[config.mk]
export PLATFORM = sky130hd
export DESIGN_NAME = regfile_scoreboard
export DESIGN_NICKNAME = d
export VERILOG_FILES = /design/src/rtl/rf_pkg.sv /design/src/rtl/rf_pending_ctr.sv /design/src/rtl/regfile_scoreboard.sv
export SDC_FILE = /design/constraint.sdc
export NUM_CORES = 2
export LEC_CHECK = 0
export CORE_ASPECT_RATIO = 1.75
export CORE_MARGIN = 2
export CORE_UTILIZATION = 40
export CTS_BUF_LIST = sky130_fd_sc_hd__clkbuf_2
export DETAILED_ROUTE_END_ITERATION = 10
export GPL_ROUTABILITY_DRIVEN = 1
export PLACE_DENSITY = 0.68
export SLEW_MARGIN = 20
export SYNTH_ARGS = -nofsm -noshare
export SYNTH_HDL_FRONTEND = slang
export SYNTH_HIERARCHICAL = 1
export SYNTH_SLANG_ARGS = --single-unit
[constraint.sdc]
create_clock -name clk -period 34.4 [get_ports clk]
set_input_delay 5.16 -clock clk [delete_from_list [all_inputs] [get_ports clk]]
set_output_delay 5.16 -clock clk [all_outputs]
set_load 0.03 [all_outputs]
[src/rtl/rf_pkg.sv]
// Shared sizing defaults for the scoreboarded register file.
package rf_pkg;

  localparam int RF_DATA_W   = 32;
  localparam int RF_ADDR_W   = 5;
  localparam int RF_NUM_READ = 2;
  localparam int RF_PEND_W   = 2;

  function automatic int pend_max(input int w);
    return (1 << w) - 1;
  endfunction

  localparam int DEPTH    = 2 ** RF_ADDR_W;
  localparam int PEND_MAX = pend_max(RF_PEND_W);

endpackage

[src/rtl/rf_pending_ctr.sv]
// Per-register outstanding-write counters: reservations count up, write-backs count down.
module rf_pending_ctr
  import rf_pkg::*;
#(
  parameter int ADDR_W = RF_ADDR_W,
  parameter int PEND_W = RF_PEND_W
) (
  input  logic                  clk,
  input  logic                  reset,
  input  logic                  reserve_valid,
  input  logic [ADDR_W-1:0]     reserve_address,
  input  logic                  retire_valid,
  input  logic [ADDR_W-1:0]     retire_address,
  input  logic                  flush,
  output logic [2**ADDR_W-1:0]  busy,
  output logic [2**ADDR_W-1:0]  at_max,
  output logic [2**ADDR_W-1:0]  drain
);

  localparam int WORDS = 2 ** ADDR_W;
  localparam logic [PEND_W-1:0] MAX_CNT = PEND_W'(pend_max(PEND_W));

  logic [PEND_W-1:0] cnt_q [WORDS];
  logic [PEND_W-1:0] cnt_d [WORDS];
  logic [WORDS-1:0]  inc;
  logic [WORDS-1:0]  dec;

  // Register 0 never accumulates a reservation, so its counter stays at zero.
  always_comb begin
    for (int i = 0; i < WORDS; i++) begin
      inc[i]    = reserve_valid && !flush && (reserve_address == ADDR_W'(i)) && (i != 0);
      dec[i]    = retire_valid && (retire_address == ADDR_W'(i)) && (cnt_q[i] != '0);
      busy[i]   = (cnt_q[i] != '0);
      at_max[i] = (cnt_q[i] == MAX_CNT);
      drain[i]  = dec[i] && !inc[i] && (cnt_q[i] == PEND_W'(1));
      cnt_d[i]  = cnt_q[i];
      if (flush) begin
        cnt_d[i] = '0;
      end else if (inc[i] && !dec[i]) begin
        cnt_d[i] = cnt_q[i] + PEND_W'(1);
      end else if (dec[i] && !inc[i]) begin
        cnt_d[i] = cnt_q[i] - PEND_W'(1);
      end
    end
  end

  always_ff @(posedge clk or posedge reset) begin
    if (reset) begin
      for (int i = 0; i < WORDS; i++) begin
        cnt_q[i] <= '0;
      end
    end else begin
      for (int i = 0; i < WORDS; i++) begin
        cnt_q[i] <= cnt_d[i];
      end
    end
  end

endmodule

[src/rtl/regfile_scoreboard.sv]
// Multi-read-port register file with write-back bypass and pending-write busy tracking.
module regfile_scoreboard
  import rf_pkg::*;
#(
  parameter int DATA_W   = RF_DATA_W,
  parameter int ADDR_W   = RF_ADDR_W,
  parameter int NUM_READ = RF_NUM_READ,
  parameter int PEND_W   = RF_PEND_W,
  parameter int BYPASS   = 1
) (
  input  logic                         clk,
  input  logic                         reset,
  input  logic [NUM_READ*ADDR_W-1:0]   in_read_address,
  output logic [NUM_READ*DATA_W-1:0]   out_read_data,
  output logic [NUM_READ-1:0]          out_read_busy,
  input  logic                         in_write_enable,
  input  logic [ADDR_W-1:0]            in_write_address,
  input  logic [DATA_W-1:0]            in_write_data,
  input  logic                         in_reserve_enable,
  input  logic [ADDR_W-1:0]            in_reserve_address,
  output logic                         out_reserve_ready,
  input  logic                         in_flush
);

  localparam int WORDS = 2 ** ADDR_W;

  logic [DATA_W-1:0] mem_q [WORDS];
  logic [DATA_W-1:0] mem_d [WORDS];
  logic [WORDS-1:0]  busy_vec;
  logic [WORDS-1:0]  at_max_vec;
  logic [WORDS-1:0]  drain_vec;
  logic              reserve_accept;

  // A full counter can still take a reservation when a write-back frees a slot in the same edge.
  always_comb begin
    out_reserve_ready = !(at_max_vec[in_reserve_address] &&
                          !(in_write_enable && (in_write_address == in_reserve_address)));
    reserve_accept    = in_reserve_enable && out_reserve_ready;
  end

  always_comb begin
    for (int i = 0; i < WORDS; i++) begin
      mem_d[i] = mem_q[i];
    end
    if (in_write_enable && (in_write_address != '0)) begin
      mem_d[in_write_address] = in_write_data;
    end
  end

  always_ff @(posedge clk or posedge reset) begin
    if (reset) begin
      for (int i = 0; i < WORDS; i++) begin
        mem_q[i] <= '0;
      end
    end else begin
      for (int i = 0; i < WORDS; i++) begin
        mem_q[i] <= mem_d[i];
      end
    end
  end

  rf_pending_ctr #(
    .ADDR_W (ADDR_W),
    .PEND_W (PEND_W)
  ) u_pending (
    .clk             (clk),
    .reset           (reset),
    .reserve_valid   (reserve_accept),
    .reserve_address (in_reserve_address),
    .retire_valid    (in_write_enable),
    .retire_address  (in_write_address),
    .flush           (in_flush),
    .busy            (busy_vec),
    .at_max          (at_max_vec),
    .drain           (drain_vec)
  );

  for (genvar k = 0; k < NUM_READ; k++) begin : g_read
    logic [ADDR_W-1:0] rd_addr;
    assign rd_addr = in_read_address[k*ADDR_W +: ADDR_W];

    // drain marks the write-back that empties the counter this edge, hiding busy early.
    always_comb begin
      out_read_data[k*DATA_W +: DATA_W] = mem_q[rd_addr];
      out_read_busy[k]                  = busy_vec[rd_addr];
      if (rd_addr == '0) begin
        out_read_data[k*DATA_W +: DATA_W] = '0;
      end else if ((BYPASS != 0) && in_write_enable && (in_write_address == rd_addr)) begin
        out_read_data[k*DATA_W +: DATA_W] = in_write_data;
      end
      if ((BYPASS != 0) && drain_vec[rd_addr]) begin
        out_read_busy[k] = 1'b0;
      end
    end
  end

endmodule
==> summary.txt <==
CTS tree = yes
XOR/XNOR Fraction of Synth Area = 0.766%
final setup fails = 0
Seq cells post-synth = 1088
total CTS buffers = 287
Pins Over Slew Limit = 0
RSZ-0062 raised after global routing = no
final worst-path setup slack = 17.77 ns
simple-gate area share of the yosys netlist = 4.12%
Worst Path Required = 29.24 ns
setup_tns = 0 ns
Clock Tree Root = clkbuf_2
cts repair resizes = 0
final hold vios = 0
Seq/Total Area, Yosys = 44.2%
Critical Path, Cell by Cell = clkdlybuf4s50_1 -> mux4_2 -> mux2i_1 -> and3_1 -> a31oi_1 -> a41oi_1 -> and3b_1 -> a2111oi_0 -> and2_1 -> nand2b_1 -> mux4_2 -> mux2i_1 -> o22ai_1 -> a211oi_1 -> clkdlybuf4s50_1
largest net degree at the start of global routing = 187
Worst path max stage delay = 1.13 ns
WP buf/inv = 2
Distinct cells, synth = 72
Internal Power = 2.27 mW
Net Sw Frac = 32.0%
Synth area leaders = dfrtp_1 44%, mux2_2 19%, mux4_2 16%, mux2i_1 2.9%, ha_1 2.0%
DR iter-0 viols = 4156
placed cells = 6265
worst hold slack = 0.402 ns
Mapped Nets = 4642
Starting Density = 40.2%
Comb power frac = 23.7%
startpoint types = input pin
Slowest cell on crit path = clkdlybuf4s50_1
Async S/R FF share, synth = 100%
Nets = 4692
maximum clock frequency = 60.1 MHz
sequential power share = 50.1%
All-Layer GR Usage = 26.3%
clock period minus worst slack = 16.63 ns
Sw Pwr = 1.07 mW
HPWL Detailed = 118000 µm
I/O pin total = 124
Synth area leader = dfrtp_1
Final Cycle Share = 48.3%
Hold/Removal Path Class = flip-flop to flip-flop
Post-CTS Setup Inserts = 0
DR WL/cell = 30.7 µm
Leak = 28.8 nW
Slew @ Worst Pin = 1.25 ns
ys flop type = dfrtp_1
synthesized-area fraction occupied by adder cells = 2.02%
Synth top area share = 44.2%
WP data arrival = 11.47 ns
synthesized cell area = 61600 µm²
fillers = 14.1k
Warnings, synthesis = 6
H-tree depth = 5
Setup Crit Path Kind = input pin to output port
outcome = finished clean
total core area = 153000 µm²
Mapped Cells = 4489
die height = 523 µm
critical path fanouts, max = 25
1st-pass router iterations = 5
Max Cap Violations = 0
main combinational cell family by area after synthesis = multiplexers
Vias = 43.0k
Post-DRT Antenna Nets = 0
delay-heaviest family, CP = buffers and inverters
Post-CTS Hold Fix Bufs = 0
pwr dens = 50.4 nW/µm²
final WL = 206000 µm
clock tree buffer depth = 4
post-synthesis mux area share = 38.4%
post-route insts no fill = 6730
remaining global-route overflow = 0
mean post-synth cell area = 13.7 µm²
routability congestion estimate from global placement = 0.878
die area = 157000 µm²
Max-slew headroom = 16.4%
Peak supply drop = 0.0260 mV
die width = 301 µm
clock sink count = 1088
register area = 27200 µm²
first-pass GRT wire length = 303000 µm
critical path capture point type = output port
Clock Power Share = 26.2%
vias per inst = 6.39
Clock transition at path regs = 0.09 ns
Synth Area in Compound Gates = 6.19%
share of layout cells above drive strength 1 = 44.5%
worst slack, placed = 17.79 ns
Clock Latency Late Sink = 1.70 ns
floorplan row count = 190
initial antenna violation count = 24
drt drc = 0
Post-synth EDFFs = 0
area delta synth->final = 7.91%
number of global-route vias before repair = 45.3k
Buffers on Ports = 123
final clock skew = 0.160 ns
multi-input logic area = 31900 µm²
## final cells by class
| cell class | count | share of cell area, % |
|---|---|---|
| Multi-Input combinational cell | 2829 | 48.1 |
| Sequential cell | 1088 | 41.0 |
| Tap cell | 2016 | 3.80 |
| Timing Repair Buffer | 226 | 3.06 |
| Clock buffer | 392 | 2.95 |
| Inverter | 107 | 0.616 |
| Clock inverter | 59 | 0.471 |
| Antenna cell | 13 | 0.0490 |
## state kept, by name, indices dropped and copies added, names as in the netlist
| name | flops |
|---|---|
| mem_q | 1024 |
| u_pending/cnt_q | 64 |
## final timing paths
| check | from | endpoint | slack, ns | cells past startpoint |
|---|---|---|---|---|
| setup / recovery | in_reserve_address[0] | out_read_busy[1] | 17.77 | 15 |
| hold / removal | mem_q[997] | mem_q[997] | 0.40 | 0 |
| setup reg to reg | u_pending/cnt_q[4] | u_pending/cnt_q[49] | 30.55 | 10 |
| hold reg to reg | mem_q[997] | mem_q[997] | 0.40 | 0 |
| max in group asynchronous | reset | mem_q[524] | 26.69 | 6 |
| min in group asynchronous | reset | u_pending/cnt_q[35] | 4.09 | 2 |
## placed cells by master (no fill, tap or decap), drive strengths merged, types with 14 or more instances in the layout
cell type,Yosys,layout
mux4,444,444
a211oi,34,34
inv,106,111
o221ai,56,56
nor3,58,58
clkdlybuf4s50,0,102
o22ai,50,50
nor4,20,20
buf,239,123
clkbuf,226,393
o21ai,25,25
a31oi,40,40
dfrtp,1088,1088
clkinv,1,52
nand2,134,134
o211a,14,14
a32o,32,32
a21oi,66,66
a22oi,111,111
ha,96,96
mux2i,181,181
and2,25,25
mux2,1052,1052
xnor2,33,33
nor2,102,102
nand3,29,29
nand2b,37,37
and3,16,16
## cells in the mapped netlist, drive strengths merged, types with 8 or more instances
library cell  number
nor3b             13
inv              106
a221o             11
a22oi            111
nand3b             9
xor2               8
o22ai             50
mux2            1052
ha                96
and3              16
a2111oi           12
o311ai            11
o21ai             25
dfrtp           1088
mux2i            181
mux4             444
and2              25
nand3             29
xnor2             33
a221oi            12
nor3              58
a211oi            34
o221ai            56
buf              239
nand2            134
nor2             102
a32o              32
a22o              11
a31oi             40
nand2b            37
nor4              20
o211a             14
clkbuf           226
a21oi             66
o211ai             9
## through the flow
| stage | area [µm²] | utilization, % | power (mW) |
|---|---|---|---|
| 3_5_place_dp | 64200 | 41.9 | 2.49 |
| 5_1_grt | 66400 | 43.4 | 3.51 |
| 3_3_place_gp | 64200 | 41.9 | 2.45 |
| 2_1_floorplan | 61600 | - | 2.26 |
| 4_1_cts | 66400 | 43.4 | 3.36 |
| 6_report | 66400 | 43.4 | 3.35 |
## kinds of logic (layout without fill, tap and decap cells)
kind of cell | count (synthesis) | in the layout
compound gates | 514 | 514
xor+xnor | 46 | 46
fa+ha+maj | 100 | 100
buf+inv | 572 | 784
flops | 1088 | 1088
mux | 1677 | 1677
other cells | 0 | 13
simple gates | 492 | 492
## metal layers
metal  GRT usage [%]  vias to the layer above  wire length (µm)
met5               0                        -               106
li1                -                    17400                 -
met4            14.6                       16             12600
met2            42.5                     2194             98700
met3            6.40                      687             18400
met1            32.2                    22700             76600
## power groups by stage
stage	clock network (mW)	logic [mW]	registers [mW]
floorplan	0	0.610	1.65
global placement	0	0.772	1.68
detailed placement	0	0.790	1.70
CTS	0.899	0.793	1.67
global route	0.960	0.844	1.71
finish	0.878	0.793	1.68
No activity file was read; power rests on OpenSTA's default activity.
